[config.mk]
export PLATFORM = sky130hd
export DESIGN_NAME = row_receiver_flat
export DESIGN_NICKNAME = d
export VERILOG_FILES = /design/src/rtl/dcnn_pkg.sv /design/src/rtl/row_receiver_if.sv /design/src/rtl/rx_row_buffer.sv /design/src/rtl/row_receiver.sv /design/src/flat_wrapper.sv
export SDC_FILE = /design/constraint.sdc
export NUM_CORES = 1
export LEC_CHECK = 0
export ABC_CLOCK_PERIOD_IN_PS = 3800
export BUFFER_PORTS_ARGS = -buffer_cell sky130_fd_sc_hd__buf_2
export CORE_ASPECT_RATIO = 0.5
export CORE_MARGIN = 2
export CORE_UTILIZATION = 53
export DETAILED_ROUTE_END_ITERATION = 10
export PLACE_DENSITY = 0.8
export SLEW_MARGIN = 5
export SYNTH_ARGS = -nofsm -noshare
export SYNTH_HDL_FRONTEND = slang
export SYNTH_SLANG_ARGS = --single-unit
[constraint.sdc]
create_clock -name clk -period 3.8 [get_ports clk]
set_input_delay 0.57 -clock clk [delete_from_list [all_inputs] [get_ports clk]]
set_output_delay 0.57 -clock clk [all_outputs]
set_load 0.1 [all_outputs]
[src/rtl/dcnn_pkg.sv]
// Shared constants and the row receiver state encoding.
// Imported by every row_receiver file and by the bench.
package dcnn_pkg;

    localparam int ROW_PIXELS = 28;
    localparam int PIXEL_W    = 16;
    localparam int ROW_W      = ROW_PIXELS * PIXEL_W;
    localparam int IDX_W      = 5;

    typedef enum logic [2:0] {
        ST_IDLE      = 3'd0,
        ST_GET_SPLIT = 3'd1,
        ST_GET_DATA  = 3'd2,
        ST_CHECK     = 3'd3,
        ST_HOLD      = 3'd4
    } rx_state_t;

endpackage

[src/rtl/row_receiver_if.sv]
// Sender/consumer bundle for row_receiver.
// Transfer on in_valid & in_ready; row taken on row_valid & row_ready.
interface row_receiver_if;
    import dcnn_pkg::*;

    logic               in_valid;
    logic [PIXEL_W-1:0] in_data;
    logic               in_ready;
    logic               split_ack;
    logic [ROW_W-1:0]   row_out;
    logic [15:0]        row_len;
    logic               row_valid;
    logic               row_ready;
    logic               err;
    logic               busy;
    rx_state_t          dbg_state;

    modport slave (
        input  in_valid, in_data, row_ready,
        output in_ready, split_ack, row_out, row_len, row_valid, err, busy, dbg_state
    );

    modport master (
        output in_valid, in_data, row_ready,
        input  in_ready, split_ack, row_out, row_len, row_valid, err, busy, dbg_state
    );

endinterface

[src/rtl/rx_row_buffer.sv]
// 448-bit row register with synchronous clear and indexed 16-bit pixel write.
// Clear wins over a write in the same cycle.
module rx_row_buffer
    import dcnn_pkg::*;
(
    input  logic               clk,
    input  logic               rst,
    input  logic               i_clr,
    input  logic               i_wr_en,
    input  logic [IDX_W-1:0]   i_wr_idx,
    input  logic [PIXEL_W-1:0] i_wr_data,
    output logic [ROW_W-1:0]   o_row
);

    logic [ROW_W-1:0] r_row;

    always_ff @(posedge clk) begin
        if (rst || i_clr) begin
            r_row <= '0;
        end else if (i_wr_en) begin
            r_row[PIXEL_W*i_wr_idx +: PIXEL_W] <= i_wr_data;
        end
    end

    assign o_row = r_row;

endmodule

[src/rtl/row_receiver.sv]
// Receives rowSize, splitSize and pixel words, assembles a 28-pixel row.
// Optional trailing checksum word enabled by ROW_RECEIVER_CHECKSUM_EN.
module row_receiver
    import dcnn_pkg::*;
(
    input  logic          clk,
    input  logic          rst,
    row_receiver_if.slave bus
);

    rx_state_t        r_state;
    logic [IDX_W-1:0] r_pixel_cnt;
    logic [IDX_W-1:0] r_split_cnt;
    logic [IDX_W-1:0] r_split_size;
    logic [15:0]      r_row_len;
    logic             r_split_ack;
    logic             r_err;
`ifdef ROW_RECEIVER_CHECKSUM_EN
    logic [15:0]      r_sum;
`endif

    logic             w_xfer;
    logic             w_row_size_ok;
    logic             w_split_ok;
    logic [IDX_W-1:0] w_pixel_next;
    logic [IDX_W-1:0] w_split_next;
    logic             w_last_pixel;
    logic             w_split_done;
    logic             w_clr;
    logic             w_wr_en;
    logic             w_sum_bad;

    assign w_xfer        = bus.in_valid & bus.in_ready;
    assign w_row_size_ok = (bus.in_data != 16'd0) && (bus.in_data <= 16'(ROW_PIXELS));
    assign w_split_ok    = (bus.in_data != 16'd0) && (bus.in_data <= r_row_len);
    assign w_pixel_next  = r_pixel_cnt + 1'b1;
    assign w_split_next  = r_split_cnt + 1'b1;
    assign w_last_pixel  = ({11'd0, w_pixel_next} == r_row_len);
    assign w_split_done  = (w_split_next == r_split_size);

`ifdef ROW_RECEIVER_CHECKSUM_EN
    assign w_sum_bad = (r_state == ST_CHECK) && w_xfer && (bus.in_data != r_sum);
`else
    assign w_sum_bad = 1'b0;
`endif

    // A bad checksum wipes the partial row so nothing stale is left behind.
    assign w_clr   = ((r_state == ST_IDLE) && w_xfer && w_row_size_ok) || w_sum_bad;
    assign w_wr_en = (r_state == ST_GET_DATA) && w_xfer;

    rx_row_buffer u_buf (
        .clk       (clk),
        .rst       (rst),
        .i_clr     (w_clr),
        .i_wr_en   (w_wr_en),
        .i_wr_idx  (r_pixel_cnt),
        .i_wr_data (bus.in_data),
        .o_row     (bus.row_out)
    );

    always_ff @(posedge clk) begin
        if (rst) begin
            r_state      <= ST_IDLE;
            r_pixel_cnt  <= '0;
            r_split_cnt  <= '0;
            r_split_size <= '0;
            r_row_len    <= '0;
            r_split_ack  <= 1'b0;
            r_err        <= 1'b0;
`ifdef ROW_RECEIVER_CHECKSUM_EN
            r_sum        <= '0;
`endif
        end else begin
            r_split_ack <= 1'b0;
            r_err       <= 1'b0;
            case (r_state)
                ST_IDLE: begin
                    if (w_xfer) begin
                        if (w_row_size_ok) begin
                            r_row_len   <= bus.in_data;
                            r_pixel_cnt <= '0;
                            r_split_cnt <= '0;
                            r_state     <= ST_GET_SPLIT;
`ifdef ROW_RECEIVER_CHECKSUM_EN
                            r_sum       <= bus.in_data;
`endif
                        end else begin
                            r_err <= 1'b1;
                        end
                    end
                end
                ST_GET_SPLIT: begin
                    if (w_xfer) begin
                        if (w_split_ok) begin
                            r_split_size <= bus.in_data[IDX_W-1:0];
                            r_state      <= ST_GET_DATA;
`ifdef ROW_RECEIVER_CHECKSUM_EN
                            r_sum        <= r_sum + bus.in_data;
`endif
                        end else begin
                            r_err   <= 1'b1;
                            r_state <= ST_IDLE;
                        end
                    end
                end
                ST_GET_DATA: begin
                    if (w_xfer) begin
                        r_pixel_cnt <= w_pixel_next;
`ifdef ROW_RECEIVER_CHECKSUM_EN
                        r_sum       <= r_sum + bus.in_data;
`endif
                        // The last pixel of the row also closes a short final split.
                        if (w_split_done || w_last_pixel) begin
                            r_split_ack <= 1'b1;
                            r_split_cnt <= '0;
                        end else begin
                            r_split_cnt <= w_split_next;
                        end
                        if (w_last_pixel) begin
`ifdef ROW_RECEIVER_CHECKSUM_EN
                            r_state <= ST_CHECK;
`else
                            r_state <= ST_HOLD;
`endif
                        end
                    end
                end
                ST_CHECK: begin
`ifdef ROW_RECEIVER_CHECKSUM_EN
                    if (w_xfer) begin
                        if (w_sum_bad) begin
                            r_err   <= 1'b1;
                            r_state <= ST_IDLE;
                        end else begin
                            r_state <= ST_HOLD;
                        end
                    end
`else
                    r_state <= ST_IDLE;
`endif
                end
                ST_HOLD: begin
                    if (bus.row_ready) begin
                        r_state <= ST_IDLE;
                    end
                end
                default: r_state <= ST_IDLE;
            endcase
        end
    end

    assign bus.in_ready  = (r_state != ST_HOLD);
    assign bus.row_valid = (r_state == ST_HOLD);
    assign bus.busy      = (r_state != ST_IDLE);
    assign bus.split_ack = r_split_ack;
    assign bus.err       = r_err;
    assign bus.row_len   = r_row_len;
    assign bus.dbg_state = r_state;

endmodule

[src/flat_wrapper.sv]
// flat-port wrapper written by rule: the top's interface ports become plain ports
module row_receiver_flat import dcnn_pkg::*;
  (clk, rst, bus_in_valid, bus_in_data, bus_row_ready, bus_in_ready, bus_split_ack, bus_row_out, bus_row_len, bus_row_valid, bus_err, bus_busy, bus_dbg_state);
  row_receiver_if bus_i ();
  input  logic clk;
  input  logic rst;
  input wire logic [$bits(bus_i.in_valid)-1:0] bus_in_valid;
  input wire logic [$bits(bus_i.in_data)-1:0] bus_in_data;
  input wire logic [$bits(bus_i.row_ready)-1:0] bus_row_ready;
  output wire logic [$bits(bus_i.in_ready)-1:0] bus_in_ready;
  output wire logic [$bits(bus_i.split_ack)-1:0] bus_split_ack;
  output wire logic [$bits(bus_i.row_out)-1:0] bus_row_out;
  output wire logic [$bits(bus_i.row_len)-1:0] bus_row_len;
  output wire logic [$bits(bus_i.row_valid)-1:0] bus_row_valid;
  output wire logic [$bits(bus_i.err)-1:0] bus_err;
  output wire logic [$bits(bus_i.busy)-1:0] bus_busy;
  output wire logic [$bits(bus_i.dbg_state)-1:0] bus_dbg_state;
  assign bus_i.in_valid = bus_in_valid;
  assign bus_i.in_data = bus_in_data;
  assign bus_i.row_ready = bus_row_ready;
  assign bus_in_ready = bus_i.in_ready;
  assign bus_split_ack = bus_i.split_ack;
  assign bus_row_out = bus_i.row_out;
  assign bus_row_len = bus_i.row_len;
  assign bus_row_valid = bus_i.row_valid;
  assign bus_err = bus_i.err;
  assign bus_busy = bus_i.busy;
  assign bus_dbg_state = bus_i.dbg_state;
  row_receiver u_core (.clk(clk), .rst(rst), .bus(bus_i));
endmodule
### Yosys cells after proc, flatten, opt, wreduce, memory -nomap -nowiden

Cells that the tools add are included.

| word-level totals | value |
|---|---|
| bits in registers | 484 |
| bits in latches | 0 |
| RAM bits | 0 |
| bits in read-only memories | 0 |
| input port bits | 20 |
| output and inout bits | 472 |
| word-level logic and storage cells | 68 |
| memories | 0 |

| operators by class | value |
|---|---|
| add/subtract/negate cells | 3 |
| $mul | 0 |
| divide/modulo/power cells | 0 |
| $lt $le $gt $ge | 2 |
| eq/ne operators | 12 |
| shifts and indexed selects | 2 |
| multiplexer cells | 22 |
| bitwise operators | 3 |
| reduce and logical (&&, ||, !) cells | 16 |

Operators by type and width:

| cell | count |
|---|---|
| bitwise mux 448 bit | 1 |
| variable shift 16 x 34 -> 448 bit, first input constant | 1 |
| indexed part select 16 x 34 -> 448 bit | 1 |
| negation 9 -> 34 bit | 1 |
| 2-to-1 mux 5 bit | 5 |
| one-hot mux 5 bit (2 select lines) | 2 |
| 2-to-1 mux 3 bit | 6 |
| == test 5 x 16 -> 1 bit | 1 |
| <= comparator 16 bit | 1 |
| <= comparator 16 x 5 -> 1 bit, second input constant | 1 |
| nonzero test 16 bit | 1 |
| one-hot mux 3 bit (4 select lines) | 1 |
| adder 5 x 1 -> 5 bit, second input constant | 2 |
| inequality test 2 x 1 -> 1 bit, second input constant | 5 |
| AND reduction 3 bit | 2 |
| AND reduction 6 bit | 1 |
| == test 5 bit | 1 |
| logical AND 1 bit | 5 |
| 2-to-1 mux 1 bit | 5 |
| AND reduction 4 bit | 1 |
| == test 3 x 1 -> 1 bit, second input constant | 1 |
| == test 3 x 2 -> 1 bit, second input constant | 1 |
| == test 3 bit, second input constant | 1 |
| zero test 3 bit | 1 |
| other kinds (10) | 12 |

### Depth between registers and ports, before layout

| logic depth | value |
|---|---|
| word-level depth | 6 |
| gate-level depth with buffers | 15 |
| depth with buffers taken out | 10 |

### Hierarchy

Synthesis repeated with hierarchy kept, for this count alone.

| unflattened totals | value |
|---|---|
| cell total of the unflattened synthesis | 2161 |
| area total of the unflattened synthesis | 19130.8 um2 |

Modules (own cells, without submodules):

| module | times used | cells each | area an instance (um2) | sequential area each (um2) |
|---|---|---|---|---|
| rx_row_buffer | 1 | 1919 | 17097.6 | 8968.6 |
| row_receiver | 1 | 242 | 2033.2 | 720.7 |

### Worst setup path before layout

Ideal clock, no wire load.

| timing | value |
|---|---|
| kind | flip-flop to output port |
| from | register u_core.r_state[2], in the netlist u_core.bus.dbg_state[2] |
| to | output bus_row_valid |
| arrival | 2867 ps |
| required time | 3230 ps |
| path slack | 363 ps |
| stages on the path, launching flop included | 3 |
| path buffers | 0 |
| path through | dfxtp_1 -> nand2_1 -> inv_1 |

| between the ends | value |
|---|---|
| word-level cells in the longest chain between the ends | 1 |

Ends and longest elaborated chain:

| item | RTL line | RTL |
|---|---|---|
| start: declaration | row_receiver.sv:11 | `rx_state_t r_state;` |
| start signal: assignment | row_receiver.sv:63 | `r_state <= ST_IDLE;` |
| start signal: assignment | row_receiver.sv:83 | `r_state <= ST_GET_SPLIT;` |
| start signal: assignment | row_receiver.sv:96 | `r_state <= ST_GET_DATA;` |
| == test 3 bit | row_receiver.sv:153 | `assign bus.row_valid = (r_state == ST_HOLD);` |
| end: declaration | flat_wrapper.sv:14 | `output wire logic [$bits(bus_i.row_valid)-1:0] bus_row_valid;` |

Every way passes these cells.

### Final worst setup path

| timing | value |
|---|---|
| from | register u_core.r_pixel_cnt[1] |
| to | register u_core.u_buf.r_row[242], in the netlist u_core.u_buf.o_row[242] |

| between the ends | value |
|---|---|
| word-level cells in the longest chain between the ends | 3 |
| elaborated cells on any way between the ends | 4 |
| classes of those cells | add/sub (1); shift (2); mux (1) |

Ends and longest elaborated chain:

| item | RTL line | RTL |
|---|---|---|
| start: declaration | row_receiver.sv:12 | `logic [IDX_W-1:0] r_pixel_cnt;` |
| start signal: assignment | row_receiver.sv:108 | `r_pixel_cnt <= w_pixel_next;` |
| negation 9 -> 34 bit * | rx_row_buffer.sv:21 | `r_row[PIXEL_W*i_wr_idx +: PIXEL_W] <= i_wr_data;` |
| indexed part select 16 x 34 -> 448 bit or variable shift 16 x 34 -> 448 bit (tied branches) | rx_row_buffer.sv:21 |  |
| bitwise mux 448 bit * | rx_row_buffer.sv:21 |  |
| end signal: indexed assignment | rx_row_buffer.sv:21 |  |
| end: declaration | rx_row_buffer.sv:15 | `logic [ROW_W-1:0] r_row;` |

Every way passes the cells marked *; elsewhere a longest branch is shown, timed or not.
A chain may end at the register's enable or synchronous reset.

==> results.md <==
- Status: finished clean
- Drt drc: 0
- Final slew viol count: 0
- Yosys Warn Count: 0
- First-pass GRT wire length: 101,500 um
- Hold Path Class: primary input to flop
- Slew HR: 38.33%
- Clk sinks: approximately 480
- H-tree depth: 2
- FILL cells: around 3,000
- Register-to-register setup slack: ~0.5 ns
- Crit share post-route: between 80% and 90%
- Die area: between 30,000 and 40,000 um^2
- Static leakage: ~9.5 nW
- Core Rows: between 40 and 50
- Fin Setup TNS: 0 ns
- RSZ-0062 raised after global routing: no
- WP data arrival: roughly 3.7 ns
- Die Y: 138.3 um
- Seq cells post-synth: around 480
- CP Capture Point: u_core.u_buf.o_row[242]$_SDFFE_PP0P_
- Mapped Nets: between 2,000 and 2,500
- Ys async rst share: 0%
- Antenna Nets Post-Route: 0
- Initial antenna violation count: 1
- Startpoint Class: flop
- Clock Skew: roughly 0.017 ns
- Layout cells sized above 1: a little under a quarter
- Min Tclk post-route: roughly 3.3 ns
- Maxcap violations: 0
- Grt total ovfl: 0
- Worst-path maximum fanout: 26
- Setup violations, final: 0
- Fin cells: approximately 3,300
- Vias: 19,230
- CP startpoint: u_core.r_pixel_cnt[1]$_SDFFE_PP0P_
- Synth cell types: 60
- Largest net degree at the start of global routing: approximately 110
- Vias per inst: 5.765
- Clock Latency Late Sink: ~0.56 ns
- Finished Cell Area: ~23,000 um^2
- Required time worst endpoint: around 4.2 ns
- Die Span X: ~270 um
- CTS buffer count: between 40 and 50
- Peak supply drop: slightly below 0.3 mV
- Routed len/inst: ~20 um
- FF-to-FF path depth: 10
- Worst-path clk slew: 0.07 ns
- Drt pass-1 iters: 6
- Reg-to-reg endpoint: u_core.u_buf.o_row[242]$_SDFFE_PP0P_
- Fmax: ~0.30 GHz
- Layout net count: 2,858
- Crit Path Class: flop to flop
- Number of synthesized flops with an enable pin: 0
- Final Util: ~65%
- Ys flop type: dfxtp_1
- Post-CTS sizing: 0
- CTS Buffer Depth: 3
- Global router's overall resource usage: between 30% and 40%
- Area leader, netlist: dfxtp_1
- Core Area: around 36,000 um^2
- Crit end category: flop
- Post-Place Cells: 3,258
- IO Pins: about 500
- WHS: 0.3384 ns
- GP Congestion: slightly above 0.9
- Avg Inst Size Synth: 7.911 um^2
- Measured slew at the worst slew-check pin: between 0.9 and 1 ns
- CTS tree: yes
- Placed inst area: between 20,000 and 25,000 um^2
- Sequential area share after synthesis: about half
- Port bufs: about 490
- Starting Density: roughly 53%
- Vias in the first global route: about 17,000
- Worst r2r src: u_core.r_pixel_cnt[1]$_SDFFE_PP0P_
- Initial DRC count: roughly 2,500
- Fin. Hold Viols: 0
- Root Buffer: clkbuf_16
- DP Wirelength: roughly 46,000 um
- Synth area leaders: dfxtp_1, a21oi_1, nand2_1
- Hold-fix buffers, CTS: 0
- Yosys top cell area share: 50.67%
- Cells after synthesis: between 2,000 and 2,500
- Mapped Area: between 15,000 and 20,000 um^2
- Syn-to-layout area delta: 21.28%
- PD cells: between 400 and 500 nW/um^2
- Final wirelength: 68,040 um
- # Post-CTS Setup Buffers: 0
worst min-delay path by stage:
stage | start | depth (start not counted) | endpoint | slack, ns
2_1_floorplan | u_core.r_split_size[3]$_SDFFE_PP0P_ | 2 | u_core.r_split_size[3]$_SDFFE_PP0P_ | 0.46
3_3_place_gp | u_core.u_buf.o_row[228]$_SDFFE_PP0P_ | 2 | u_core.u_buf.o_row[228]$_SDFFE_PP0P_ | 0.44
3_5_place_dp | u_core.u_buf.o_row[447]$_SDFFE_PP0P_ | 2 | u_core.u_buf.o_row[447]$_SDFFE_PP0P_ | 0.44
4_1_cts | bus_row_ready | 4 | u_core.bus.dbg_state[2]$_SDFFE_PP0P_ | 0.33
5_1_grt | bus_row_ready | 4 | u_core.bus.dbg_state[2]$_SDFFE_PP0P_ | 0.36
6_report | bus_row_ready | 4 | u_core.bus.dbg_state[2]$_SDFFE_PP0P_ | 0.34
state kept, by name, summed over array words and instances, names as in the netlist:
signal and cells:
u_core.bus.dbg_state 3, u_core.bus.err 1, u_core.bus.row_len 16, u_core.bus.split_ack 1, u_core.r_pixel_cnt 5, u_core.r_split_cnt 5, u_core.r_split_size 5, u_core.u_buf.o_row 448
layer usage:
| metal | global-route usage, % | share of wire, % | up-vias |
|---|---|---|---|
| li1 | - | - | 8892 |
| met1 | 44.38 | 38 | 9022 |
| met2 | 53.41 | 45 | 1049 |
| met3 | 7.104 | 9.5 | 263 |
| met4 | 20.79 | 6.8 | 0 |
| met5 | 0 | 0 | - |
synthesized netlist by cell type (3+ instances only):
cell type    n
buf_2       46
buf_4       36
nor2b_1      4
inv_1       21
xnor2_1     11
nand3b_1     3
a21o_1       3
and3_1      38
nand3_1    196
a21oi_1    453
nor4_1      14
nand4_1     28
nor3_1      53
nor2_1     256
nand2b_1    13
buf_6       14
mux2i_1     19
clkbuf_1    97
clkbuf_2     3
xor2_1       6
ha_1        20
o21ai_0     14
a31oi_1      3
and2_1      15
dfxtp_1    484
or2_2        7
nand2_1    506
or3_1        4
nor2_2      11
cells by family after synthesis:
logic type	share of synthesized area, %
buf+inv	5.856
mux	1.053
simple gates	27.10
compound gates	13.07
flops	50.67
xor+xnor	0.9487
fa+ha+maj	1.309
per-stage QoR:
step,setup slack [ns],total power [W]
final,0.4995,0.009973
after global routing,0.2711,0.01019
after CTS,0.5572,0.009985
after detailed placement,0.5875,0.005445
after global placement,0.6793,0.005443
after floorplan,0.3629,0.005349
power by group:
part	switching, W	leakage, nW	total [W]	internal [W]
Clock	0.00200	0.708	0.00463	0.00264
Combinational	0.000213	4.90	0.000269	0.0000562
Sequential	0.000000623	3.90	0.00507	0.00507
Total	0.00221	9.50	0.00997	0.00776
worst max-delay path: stages (launching register included):
cell and delay (ns):
dfxtp_1 0.48, inv_1 0.07, ha_1 0.28, nor3b_1 0.18, ha_1 0.26, nor2b_1 0.57, nor4b_2 0.49, nand3_1 0.30
buf_4 0.30, a21oi_1 0.18, nor2_1 0.05
final cells by class:
class | instances | area, um^2 | area share (%)
Antenna cell | 1 | 2.502 | 0.01079
Clock inverter | 17 | 254.0 | 1.095
Sequential cell | 484 | 9691 | 41.79
Timing Repair Buffer | 554 | 3018 | 13.01
Tap cell | 484 | 605.6 | 2.611
Multi-Input combinational cell | 1715 | 8335 | 35.94
Inverter | 21 | 78.83 | 0.3399
Clock buffer | 59 | 1206 | 5.201
cells in the final DEF, fill, tap and decap left out, drive strengths merged, types with 3 or more instances in the layout:
cell | Yosys | final
a21oi | 453 | 453
dfxtp | 484 | 484
inv | 21 | 22
nor4 | 15 | 15
nand4 | 29 | 29
ha | 20 | 20
clkinvlp | 0 | 3
a211oi | 4 | 4
clkinv | 0 | 7
nor2 | 268 | 268
nor2b | 4 | 4
and3 | 38 | 38
clkbuf | 100 | 59
nor3 | 54 | 54
buf | 97 | 554
nand3b | 3 | 3
xnor2 | 13 | 13
a31oi | 3 | 3
and2 | 16 | 16
mux2i | 19 | 19
nand2b | 13 | 13
nand3 | 198 | 198
or2 | 9 | 9
xor2 | 6 | 6
o21ai | 14 | 14
bufinv | 0 | 6
or3 | 4 | 4
a21o | 3 | 3
nand2 | 508 | 508
(Power assumes the default switching activity.)
